## config.mk

```make
export PLATFORM = sky130hd
export DESIGN_NAME = fetch_unit
export DESIGN_NICKNAME = d
export VERILOG_FILES = /design/src/rtl/fetch_unit.sv
export SDC_FILE = /design/constraint.sdc
export NUM_CORES = 1
export LEC_CHECK = 0
export CORE_ASPECT_RATIO = 1.25
export CORE_MARGIN = 2
export CORE_UTILIZATION = 41
export DETAILED_ROUTE_END_ITERATION = 8
export PLACE_DENSITY = 0.83
export SLEW_MARGIN = 20
export SYNTH_ARGS = -nofsm -noshare
export SYNTH_HDL_FRONTEND = slang
export SYNTH_SLANG_ARGS = --single-unit
export TNS_END_PERCENT = 10
```

## constraint.sdc

```tcl
create_clock -name clk -period 2.05 [get_ports clk]
set_input_delay 0.3075 -clock clk [delete_from_list [all_inputs] [get_ports clk]]
set_output_delay 0.3075 -clock clk [all_outputs]
set_load 0.03 [all_outputs]
```

## src/rtl/fetch_unit.sv

```systemverilog
// Instruction fetch controller: owns the PC, issues word reads over a
// req/ack handshake, captures the returned word into the MDR and strobes
// IR_load so the instruction register latches it. Redirects issued while a
// read is outstanding mark that read as killed so its data is dropped.
module fetch_unit #(
  parameter int              ADDR_W   = 16,
  parameter int              DATA_W   = 16,
  parameter logic [ADDR_W-1:0] RESET_PC = '0
) (
  input  logic              clk,
  input  logic              reset,
  input  logic              fetch_en,
  input  logic              pc_load,
  input  logic [ADDR_W-1:0] pc_load_addr,
  output logic [ADDR_W-1:0] mem_addr,
  output logic              mem_rd_req,
  input  logic              mem_rd_ack,
  input  logic [DATA_W-1:0] mem_rd_data,
  output logic [DATA_W-1:0] MDR_data,
  output logic              IR_load,
  output logic [ADDR_W-1:0] pc_out,
  output logic              busy
);

  typedef enum logic [1:0] {IDLE, REQ, LOAD} state_t;

  state_t              state_q;
  logic [ADDR_W-1:0]   pc_q;
  logic [ADDR_W-1:0]   pc_inc_d;
  logic [DATA_W-1:0]   mdr_q;
  logic                ir_load_q;
  logic                kill_q;

  // Sequential next PC after a completed fetch; wraps naturally at 2^ADDR_W.
  always_comb begin
    pc_inc_d = pc_q + ADDR_W'(1);
  end

  // Fetch FSM. IR_load is registered and asserted exactly while in LOAD.
  always_ff @(posedge clk) begin
    if (reset) begin
      state_q   <= IDLE;
      pc_q      <= RESET_PC;
      mdr_q     <= '0;
      ir_load_q <= 1'b0;
      kill_q    <= 1'b0;
    end else begin
      ir_load_q <= 1'b0;
      case (state_q)
        IDLE: begin
          // A redirect here lands before the first request cycle.
          if (pc_load)  pc_q    <= pc_load_addr;
          if (fetch_en) state_q <= REQ;
        end
        REQ: begin
          if (mem_rd_ack) begin
            if (kill_q || pc_load) begin
              // Stale word: drop it and return to IDLE without a load strobe.
              kill_q  <= 1'b0;
              state_q <= IDLE;
              if (pc_load) pc_q <= pc_load_addr;
            end else begin
              mdr_q     <= mem_rd_data;
              ir_load_q <= 1'b1;
              state_q   <= LOAD;
            end
          end else if (pc_load) begin
            // Request stays up at the new address; its eventual data is stale.
            pc_q   <= pc_load_addr;
            kill_q <= 1'b1;
          end
        end
        LOAD: begin
          pc_q    <= pc_load ? pc_load_addr : pc_inc_d;
          state_q <= fetch_en ? REQ : IDLE;
        end
        default: state_q <= IDLE;
      endcase
    end
  end

  assign mem_addr   = pc_q;
  assign pc_out     = pc_q;
  assign mem_rd_req = (state_q == REQ);
  assign busy       = (state_q != IDLE);
  assign MDR_data   = mdr_q;
  assign IR_load    = ir_load_q;

endmodule

```

Word level (Yosys, flattened, before mapping)
Cells that the tools add are included.
Storage, ports and cells
  input bits: 37
  register bits after elaboration: 36
Operators by class
  bitwise operators: 3
  equal/unequal tests: 6
  add/sub/neg operators: 1
  reductions and logical operators: 10
  muxes and demuxes: 14
Operators by type and width (count)
  16-bit 2-to-1 mux: 4
  16-bit one-hot mux with 3 select lines: 1
  16-bit by 1-bit adder with 16-bit output (second input constant): 1
  2-bit 2-to-1 mux: 3
  2-bit one-hot mux with 3 select lines: 1
  3-bit AND reduction: 2
  1-bit 2-to-1 mux: 5
  2-bit by 1-bit inequality test with 1-bit output (second input constant): 2
  2-bit AND reduction: 2
  2-bit nonzero test: 2
  3-bit by 2-bit inequality test with 1-bit output (second input constant): 1
  1-bit NOT: 3
  3-bit nonzero test: 1
  3-bit OR reduction: 1
  2-bit by 1-bit == test with 1-bit output (second input constant): 1
  2-bit == test (second input constant): 1
  2-bit zero test: 1
  2-bit inequality test (second input constant): 1
  1-bit logical OR: 1

Longest topological paths before layout
Gate-level depths: netlist of run 1.
  depth in word-level cells: 4
  mapped depth: 7

Worst setup path before layout of run 1
OpenSTA, ideal clock, no wires.
  path kind: register -> register
  start point: register state_q[0]
  end point: register mdr_q[0], in the netlist MDR_data[0]
  clock period less this slack: 1940 ps
  library setup time: 128 ps
  path slack: 110 ps
  arrival time: 1813 ps
  required time: 1922 ps
  path buffers: 3
  cell stages (with the launch flop): 8
  cells stage by stage: dfxtp_1 buf_2 nor2b_1 nand3_1 buf_4 buf_2 mux2i_1 nor2_1
On the way
  word-level cells in the longest chain between the ends: 2
RTL lines
  from (decl): line 27  | state_t state_q;
  from (signal assigned): line 75  | state_q <= fetch_en ? REQ : IDLE;
  2-bit by 1-bit == test with 1-bit output
  via mem_rd_req: line 16  | output logic mem_rd_req,
  3-bit AND reduction (no line)
  to (signal assigned): line 63  | mdr_q <= mem_rd_data;
  to (decl): line 30  | logic [DATA_W-1:0] mdr_q;
The timed path passes the listed nets, and every way through them passes these cells.
A chain may end at the register's enable or synchronous reset.

Worst setup path after layout of run 1
  start point: register state_q[0]
  end point: output port busy
On the way
  word-level cells in the longest chain between the ends: 1
RTL lines
  2-bit nonzero test: line 85  | assign busy = (state_q != IDLE);
  to (decl): line 22  | output logic busy
Every way passes these cells.

==> flow_summary.yaml, run 1 <==
status:
  outcome: "completed"
detailed_routing:
  top_layer: "met4"
  dr_wl_met3_um: 505
  routed_wl_um: 5250
  drtIter0Drc: 86
  drc: 0
  first_pass_iters: 4
  routed_via_density: 5.50
  postRouteAntennaNets: 0
  wl_met1_um: 2120
  dr_total_vias: 1953
  dr_wl_met2_um: 2540
  wl_per_cell_um: 14.8
clock_network:
  cts-resized-gates: 1
  holdBufCountCts: 0
  post_cts_buffers: 0
  cts_tree: "done"
  clk_latency_ps: 290
  clockBufferDepth: 2
  clock_sinks: 36
  clkTransAtPathRegs_ps: 80
  cts-root-buf: "clkbuf_8"
  htreeDepth: 2
  cts_buffers: 5
logic_synthesis:
  synth_cell_type_count: 46
  synth_area_leaders: "dfxtp_1 38%, mux2i_1 10%, buf_4 6.8%"
  synth_top_area_frac: 0.384
  synth_flop_cell: "dfxtp_1"
  synthArstFlopShare: 0
  synthTopCellsByCount: "36 x dfxtp_1, 27 x nor2_1, 19 x mux2i_1"
  syn_nets: 257
  synth_cells: 219
  yosys_register_bits: 36
  yosys_warnings: 0
  synth-edff-count: 0
  syn_area_um2: 1880
  yosysTopAreaCell: "dfxtp_1"
  syn_avg_cell_area_um2: 8.56
  yosysMostFrequentCell: "dfxtp_1"
  yosysSeqAreaShare: 0.384
floorplan:
  start_util: 0.427
  core-area_um2: 4390
  ios: 88
  die_y_um: 79.6
  die_w_um: 64.5
  placementRows: 27
  fp.dieArea_um2: 5140
global_routing:
  grt_pass1_vias: 1941
  grt_start_max_net_pins: 24
  grt_overflow: 0
  grt_use_total: 0.217
  antenna_found_initial: 0
  grt_pass1_wl_um: 8680
critical_path:
  slowest_delay_ps: 590
  cp_max_fo: 10
  crit_slowest_cell: "clkdlybuf4s50_1"
  required_ps: 1740
  critPathArrivalTime_ps: 1640
  end_kind: "output pin"
  reg2reg_slack_ps: 210
  r2r_end: "mem_addr[9]"
  rr_worst_depth: 4
  crit_chain: "buf_4 > or2_2 > clkdlybuf4s50_1"
  r2r_start: "mem_addr[3]"
  worst-setup-path-type: "register to output pin"
  startpoint_type: "register"
layout:
  fin_nets: 334
  n_antenna_cell: 0
  areaGrowthSynthToFinish_pct: 51.8
  stdcell_area_um2: 2850
  final_util: 0.648
  drive_above_1_share: 0.0842
sta:
  rsz0062_at_grt: "false"
  setup_violations: 0
  hold_violations: 0
  tightest_slew_ps: 562
  finalCritPeriodShare: 0.952
  slew_headroom: 0.622
  fin_skew_ps: 4.04
  fin_ws_ps: 97.9
  clock.fmax_mhz: 512
  fin_crit_ps: 1950
  fin_tns_setup_ps: 0
  finalMaxSlewViolations: 0
power:
  fin_total_pwr_mw: 1.81
  combPwrFrac: 0.223
  p_seq_frac: 0.426
  p_clk_frac: 0.351
  max-vdd-ir-drop_uv: 411
  leakage_nw: 1.12
  swShare: 0.287
  powerDensity_nw_per_um2: 634
  p_int_mw: 1.29
  switching_power_mw: 0.518
hold_path:
  min_from: "MDR_data[9]"
  hold_depth: 2
  min_to: "MDR_data[9]"
  hp-class: "register to register"
flow_run:
  max_cap_violations: 0
placement:
  gp_congestion: 0.916
  dp_hpwl_um: 3920
  dp_slack_ps: 65.3
  place_area_um2: 2740
  io_buffers: 87
power groups by stage:
stage / Combinational, mW / Clock, mW / Sequential [mW]
detailed placement: 0.404 / 0 / 0.784
global route: 0.429 / 0.669 / 0.776
floorplan: 0.177 / 0 / 0.830
finish: 0.402 / 0.634 / 0.769
CTS: 0.405 / 0.643 / 0.769
global placement: 0.398 / 0 / 0.782
cells by family after synthesis:
logic type	Yosys count	share of synthesized area
and+or+nand+nor	75	0.203
DFF	36	0.384
muxes	19	0.101
adders and majority gates	1	0.00667
buffers and inverters	36	0.113
AOI/OAI and AO/OA	50	0.182
xor gates and xnor gates	2	0.00934
state kept, by name, summed over array words and instances, names as in the netlist:
signal,flops
IR_load,1
MDR_data,16
kill_q,1
mem_addr,16
state_q,2
worst max-delay path by stage:
stage,end,depth (start not counted),start,slack [ps]
floorplan,MDR_data[0],7,state_q[0],110
global placement,mem_addr[9],4,pc_load,90
detailed placement,mem_addr[1],7,pc_load,70
CTS,busy,2,state_q[1],7
global route,busy,3,state_q[0],50
finish,busy,3,state_q[0],100
critical path: cells and delay by family, from the launching register on:
family	cells	cell delay, ps
simple gates	1	280
buf+inv	2	750
flops	1	310
layer usage:
metal	vias to the layer above	track usage
met5	-	0
met4	0	0.0915
met3	9	0.0874
met2	96	0.377
met1	903	0.230
li1	945	-
cell usage in the layout (no fill, tap or decap), types with 3 or more instances in the layout:
| cell type | netlist | routed |
|---|---|---|
| clkbuf_8 | 0 | 5 |
| a21oi_1 | 9 | 9 |
| mux2i_1 | 19 | 19 |
| nand4_1 | 4 | 4 |
| nor3_1 | 5 | 5 |
| buf_4 | 17 | 11 |
| a31oi_1 | 5 | 5 |
| a22oi_1 | 5 | 5 |
| a211oi_1 | 4 | 4 |
| nand3_1 | 9 | 9 |
| dfxtp_1 | 36 | 35 |
| nor4_1 | 4 | 4 |
| o22ai_1 | 3 | 3 |
| o21ai_0 | 8 | 8 |
| a311oi_1 | 3 | 3 |
| nor2_1 | 27 | 27 |
| inv_1 | 7 | 7 |
| clkdlybuf4s50_1 | 0 | 86 |
| nand2_1 | 10 | 10 |
layout make-up:
cell class | count | area, µm²
Timing Repair Buffer | 99 | 972
Clock buffer | 5 | 68.8
Fill cell | 387 | 1540
Clock inverter | 3 | 42.5
Tap cell | 58 | 72.6
Sequential cell | 36 | 722
Multi-Input combinational cell | 147 | 943
Inverter | 7 | 26.3
metrics by stage:
stage	std cells	hold slack, ps
6_report	355	507
3_5_place_dp	347	490
3_3_place_gp	347	472
4_1_cts	355	511
2_1_floorplan	219	404
5_1_grt	355	541
(Power assumes the default switching activity.)
==> inputs of run 2 (changes only) <==
- CORE_ASPECT_RATIO: 1.25 -> default
- SKIP_CTS_REPAIR_TIMING: default -> 1
==> run 2 against run 1 <==
Effect of this change:
- count of clock-buffer cells in the layout increased by 1
- power decreased by 7.9%
- hold slack got worse by 12 ps
- final area decreased by 0.66%
- utilization decreased by 0.32 points
- largest cell class unchanged
==> flow_summary.yaml, run 2 (synthesized netlist as in run 1, its figures left out) <==
layout:
  drive_above_1_share: 0.0836
  fin_nets: 337
  mostFrequentLayoutCells: "87 x clkdlybuf4s50_1, 36 x dfxtp_1, 27 x nor2_1, 19 x mux2i_1, 14 x buf_4"
  final_common_cell: "clkdlybuf4s50_1"
  areaGrowthSynthToFinish_pct: 50.8
  n_antenna_cell: 0
critical_path:
  startpoint_type: "register"
  reg2reg_slack_ps: 230
  critPathArrivalTime_ps: 1560
  required_ps: 1740
  rr_worst_depth: 5
  worst-setup-path-type: "register to output pin"
  r2r_end: "mem_addr[14]"
  cp_max_fo: 4
  end_kind: "output pin"
  crit_path_start: "state_q[0]"
  r2r_start: "mem_addr[0]"
power:
  leakage_nw: 1.12
  max-vdd-ir-drop_uv: 497
  powerDensity_nw_per_um2: 588
status:
  outcome: "completed"
detailed_routing:
  wl_per_cell_um: 14.9
  first_pass_iters: 4
  dr_total_vias: 1987
  drc: 0
  drtIter0Drc: 231
  routed_wl_um: 5240
  routed_via_density: 5.66
  postRouteAntennaNets: 0
sta:
  fin_tns_setup_ps: 0
  fin_skew_ps: 10.9
  hold_violations: 0
  hold_ws_ps: 495
  fin_crit_ps: 1870
  finalMaxSlewViolations: 0
  slew_headroom: 0.686
  finalCritPeriodShare: 0.911
  setup_violations: 0
  tightest_slew_ps: 467
  clock.fmax_mhz: 535
  rsz0062_at_grt: "false"
floorplan:
  ios: 88
  fp.dieArea_um2: 5130
  die_y_um: 71.6
  core-area_um2: 4380
  start_util: 0.428
  die_w_um: 71.6
  placementRows: 24
hold_path:
  min_to: "MDR_data[7]"
  hp-class: "register to register"
  hold_depth: 2
  min_from: "MDR_data[7]"
global_routing:
  grt_start_max_net_pins: 21
  grt_use_total: 0.210
  grt_pass1_vias: 1875
  grt_overflow: 0
  antenna_found_initial: 0
  grt_pass1_wl_um: 8470
clock_network:
  clockBufferDepth: 2
  clkTransAtPathRegs_ps: 70
  clock_sinks: 36
  cts_tree: "done"
  cts-root-buf: "clkbuf_8"
  clk_latency_ps: 300
  cts_buffers: 5
  htreeDepth: 2
flow_run:
  max_cap_violations: 0
placement:
  gp_congestion: 0.902
  dp_hpwl_um: 3860
  io_buffers: 87
## run 2: cell count changes in the layout (fill, tap and decap cells not counted), sizes merged
cell,change
buf,+3
bufinv,-1
clkbuf,+1
clkdlybuf4s50,+1
clkinvlp,-1
dlygate4sd2,-1
## run 2: area by class of cell
class	count	area (µm²)
timing repair buffer	102	996
tap	52	65.1
multi-input combinational	147	943
clock inverter	1	5.00
sequential	36	721
inverter	7	26.3
clock buffer	6	72.6
fill	397	1560
## run 2: how the worst max path moves through the flow
stage | end | slack (ps) | cells past startpoint
floorplan | MDR_data[0] | 110 | 7
global placement | mem_addr[9] | 100 | 4
detailed placement | mem_addr[9] | 40 | 4
CTS | mem_rd_req | 150 | 2
global route | mem_rd_req | 70 | 2
finish | mem_rd_req | 180 | 2
## run 2: routing by layer
layer	up-vias	track usage	routed length [µm]
met5	-	0	0
met4	0	0.0734	59
met3	8	0.0970	640
met2	115	0.343	2460
met1	917	0.244	2080
li1	947	-	-
## run 2: through the flow
stage | instance area (µm²) | util | total power, mW | instances | worst slack (ps)
floorplan | 1880 | - | 1.01 | 219 | 110
global placement | 2750 | 0.628 | 1.18 | 344 | 100
detailed placement | 2750 | 0.628 | 1.19 | 344 | 44.9
CTS | 2830 | 0.645 | 1.67 | 351 | 155
global route | 2830 | 0.645 | 1.73 | 351 | 72.0
finish | 2830 | 0.645 | 1.66 | 351 | 182
## run 2: where the power goes
group	switching [mW]	total [mW]	internal [mW]	leakage, nW
logic	0.209	0.412	0.203	0.786
registers	0.0348	0.764	0.729	0.294
clock network	0.255	0.486	0.231	0.0410
total	0.499	1.66	1.16	1.12
## run 2: worst max-delay path: stages (launching register included)
cell and delay (ps):
dfxtp_1 360, nor2b_1 190, clkdlybuf4s50_1 720
==> inputs of run 3 (changes only) <==
- clock period: 2.05 -> 1.9 ns (I/O delays scaled with it)
==> run 3 against run 2 <==
Effect of this change:
- non-clock buffer count rose by 5
- flip-flop and latch count is the same
- clock power up 40%
- clock skew is 5.3 ps lower
- register-to-register slack worse by 80 ps
- via count decreased by 0.10%
- critical path depth stayed put
- sequential power is 7.9% higher
- worst setup slack worse by 110 ps
- count of clock-buffer cells in the layout is 1 lower
- die area is the same
- largest cell class unchanged
- highest routed layer unchanged
==> flow_summary.yaml, run 3 (synthesized netlist as in run 1, its figures left out) <==
placement:
  dp_slack_ps: -43.7
  io_buffers: 87
  place_area_um2: 2790
  dp_hpwl_um: 3930
  gp_congestion: 0.925
clock_network:
  htreeDepth: 2
  clk_latency_ps: 290
  clockBufferDepth: 2
  clkTransAtPathRegs_ps: 80
  cts_tree: "done"
  clock_sinks: 36
  cts-root-buf: "clkbuf_8"
  cts_buffers: 5
sta:
  tightest_slew_ps: 479
  setup_violations: 0
  finalCritPeriodShare: 0.962
  slew_headroom: 0.678
  clock.fmax_mhz: 547
  fin_crit_ps: 1830
  hold_violations: 0
  fin_ws_ps: 72.3
  rsz0062_at_grt: "false"
  fin_skew_ps: 5.58
  finalMaxSlewViolations: 0
floorplan:
  die_w_um: 71.6
  die_y_um: 71.6
  fp.dieArea_um2: 5130
  placementRows: 24
  start_util: 0.428
  ios: 88
  core-area_um2: 4380
detailed_routing:
  routed_via_density: 5.56
  drtIter0Drc: 282
  drc: 0
  routed_wl_um: 5270
  dr_total_vias: 1985
  first_pass_iters: 4
  postRouteAntennaNets: 0
  wl_per_cell_um: 14.7
power:
  powerDensity_nw_per_um2: 672
  p_int_mw: 1.40
  max-vdd-ir-drop_uv: 457
  combPwrFrac: 0.229
  fin_total_pwr_mw: 1.95
  swShare: 0.285
  p_clk_frac: 0.349
  switching_power_mw: 0.557
  leakage_nw: 1.17
  p_seq_frac: 0.422
layout:
  final_common_cell: "clkdlybuf4s50_1"
  final_util: 0.663
  stdcell_area_um2: 2910
  mostFrequentLayoutCells: "86 x clkdlybuf4s50_1, 35 x dfxtp_1, 27 x nor2_1, 19 x mux2i_1, 19 x buf_4"
  n_antenna_cell: 0
  fin_nets: 342
  areaGrowthSynthToFinish_pct: 55.0
  drive_above_1_share: 0.111
global_routing:
  antenna_found_initial: 0
  grt_start_max_net_pins: 21
  grt_pass1_wl_um: 8730
  grt_overflow: 0
  grt_use_total: 0.213
  grt_pass1_vias: 1942
critical_path:
  end_kind: "output pin"
  startpoint_type: "register"
  worst-setup-path-type: "register to output pin"
  critPathArrivalTime_ps: 1540
  cp_max_fo: 5
  required_ps: 1620
  crit_chain: "or2_2 > clkdlybuf4s50_1"
  slowest_delay_ps: 590
  crit_slowest_cell: "clkdlybuf4s50_1"
status:
  outcome: "completed"
flow_run:
  max_cap_violations: 0
hold_path:
  hp-class: "register to register"
run 3: changes by cell type in the layout (fill, tap and decap cells not counted), sizes merged:
cell	change
buf	+5
bufinv	+1
clkbuf	-1
clkdlybuf4s50	-1
clkinvlp	+1
dlymetal6s2s	+1
run 3: worst max-delay path: cells and delay by family, from the launching register on:
family	cells	cell delay, ps
flops	1	350
buf+inv	1	590
simple gates	1	310
run 3: final timing paths:
kind                                    from      endpoint  slack (ps)  depth (start not counted)
worst max-delay path              state_q[1]          busy          70                          2
worst min-delay path            MDR_data[13]  MDR_data[13]         510                          2
worst max register to register   mem_addr[2]   mem_addr[9]         150                          4
worst min register to register  MDR_data[13]  MDR_data[13]         510                          2
run 3: layer usage:
| layer | part of all wire | GRT usage |
|---|---|---|
| met1 | 0.39 | 0.245 |
| met3 | 0.12 | 0.0816 |
| met4 | 0.013 | 0.0629 |
| met5 | 0 | 0 |
| met2 | 0.48 | 0.368 |
run 3: stage by stage:
stage          TNS [ps]  hold WS (ps)  cells
2_1_floorplan         0           382    219
5_1_grt               0           532    357
3_5_place_dp      -84.5           487    349
3_3_place_gp      -25.9           473    349
4_1_cts           -83.4           506    357
6_report              0           506    357
run 3: final cells by class:
cell class                 count  area (µm²)
inverter                       7        26.3
multi-input combinational    147         946
fill                         384        1480
timing repair buffer         107        1040
sequential                    36         722
clock inverter                 3        42.5
clock buffer                   5        68.8
tap                           52        65.1
run 3: power by group through the flow:
stage,Sequential [mW],Clock [mW],Combinational (mW)
after floorplan,0.895,0,0.191
after global placement,0.838,0,0.440
after detailed placement,0.841,0,0.447
after CTS,0.823,0.697,0.449
after global routing,0.829,0.728,0.477
final,0.824,0.682,0.447
==> variant: new RTL, config.mk and constraints of run 1 <==
`DATA_W`: 16 -> 18.
--- a/src/rtl/fetch_unit.sv
+++ b/src/rtl/fetch_unit.sv
@@ -6,3 +6,3 @@
   parameter int              ADDR_W   = 16,
-  parameter int              DATA_W   = 16,
+  parameter int              DATA_W   = 18,
   parameter logic [ADDR_W-1:0] RESET_PC = '0
Interface: changed (resized MDR_data and mem_rd_data); port bits go from 88 to 92. The function was not compared with the original's and may differ.
==> variant against run 1 <==
  * Design area increased by 3.2%
  * Critical path type unchanged
  * Utilization increased by 1.1 points
  * Register-to-register slack improved by 0.16 ns
  * Worst hold slack got worse by 0.0098 ns
  * Power decreased by 3.9%
  * Wire length decreased by 4.9%
  * Critical path depth decreased by 1
  * Fmax increased by 3.5%
  * Sequential cell count increased by 2
  * Area after synthesis increased by 2.3%
  * Highest routed layer unchanged
  * Global-route usage decreased by 2.1 points
  * Largest cell class unchanged
  * Worst setup slack improved by 0.066 ns
  * Sequential share of layout area increased by 0.57 points
==> variant: results (changes against run 1) <==
Synth Net Count=259 (+0.78%); reg-to-reg endpoint=mem_addr[10]$_SDFFE_PP0P_; Post-Place Cells=356 (+2.6%); post-synthesis adder-cell area fraction=0.00652 (-0.000152); register area share after synthesis=0.396 (+0.0121); worst hold-check path type=reg -> reg; global-route wire length before repair=8.15 mm (-6.1%); worst r2r path cells=5 (+1); Worst-Margin Slew=0.477 ns (-0.0856 ns); outcome=finished, final reports clean; M1 WL=1.93 mm (-8.9%); CP max FO=14 (+4); xor/xnor share of the synthesized area=0.0274 (+0.0180); # port buffers=91 (+4.6%); WL met2=2.51 mm (-1.3%); Worst path max stage delay=0.60 ns; Synth area leaders=dfxtp_1, mux2i_1, buf_4, nor2_1, nand3_1; worst hold slack=0.497 ns (-0.00985 ns); Via-to-Cell Ratio=5.28 (-4.0%); placed wire-length estimate=3.74 mm (-4.6%); vias in the first global route=1870 (-3.7%); CP Launch Point=state_q[1]$_SDFFE_PP0P_; internal power=1.23 mW (-4.8%); pre-CTS setup slack=0.142 ns (+0.0767 ns); reg-to-reg slack, setup=0.37 ns (+0.16 ns); largest net degree at the start of global routing=21 (-13%); Met3 Wirelength=488 um (-3.4%); Area after DPL=2860 um^2 (+4.5%); Synth Instances=219 (unchanged); fin cells=363 (+2.3%); Commonest cells post-synth=dfxtp_1, nor2_1, mux2i_1; share of the synthesized area in compound gates (AO/OA/AOI/OAI)=0.153 (-0.0296); drt total wl=4.99 mm (-4.9%); nets@finish=345 (+3.3%); number of distinct library cells after synthesis=41 (-11%); reg2reg start=mem_addr[0]$_SDFFE_PP0P_; Peak VDD IR=406 uV (-1.2%); mux cell area share after synthesis=0.110 (+0.00812); net switching power=0.510 mW (-1.5%); 1st-iter DRT viols=139 (+62%); Seq pwr share=0.469 (+0.043); fmax=530 MHz (+3.5%); CTS resizes=1 (unchanged); layout cells sized above 1=0.0951 (+0.0109); worst hold stages=2 (unchanged); Setup Skew=0.00839 ns (+0.00435 ns); Clock Latency Late Sink=0.29 ns (about the same); gr usage total=0.196 (-0.0205); Clock group=0.484 mW (-24%); Critical Path AT=1.58 ns (-0.06 ns); Top Family by Delay on Critical Path=buffers and inverters; Slowest-stage cell, CP=clkdlybuf4s50_1; placer congestion estimate=0.964 (+5.3%); Pleak=1.14 nW (+1.8%); clk slew on worst S/H paths=0.07 ns
==> variant: worst min path at each step <==
stage	from	end
after global placement	MDR_data[5]$_SDFFE_PP0P_	MDR_data[5]$_SDFFE_PP0P_
after detailed placement	MDR_data[13]$_SDFFE_PP0P_	MDR_data[13]$_SDFFE_PP0P_
after global routing	MDR_data[12]$_SDFFE_PP0P_	MDR_data[12]$_SDFFE_PP0P_
after CTS	MDR_data[13]$_SDFFE_PP0P_	MDR_data[13]$_SDFFE_PP0P_
final	MDR_data[13]$_SDFFE_PP0P_	MDR_data[13]$_SDFFE_PP0P_
after floorplan	mem_rd_ack	kill_q$_SDFFE_PP0P_
==> variant: layer usage <==
layer  GRT usage  up-vias
met1       0.204      881
met2       0.345       80
met4      0.0750        0
met5           0        -
met3      0.0854        6
li1            -      951
==> variant: layout make-up <==
class,instances,area [um^2]
fill,392,1520
timing repair buffer,106,1050
multi-input combinational,151,966
sequential,38,762
clock buffer,6,72.6
tap,58,72.6
inverter,3,11.3
clock inverter,1,7.51
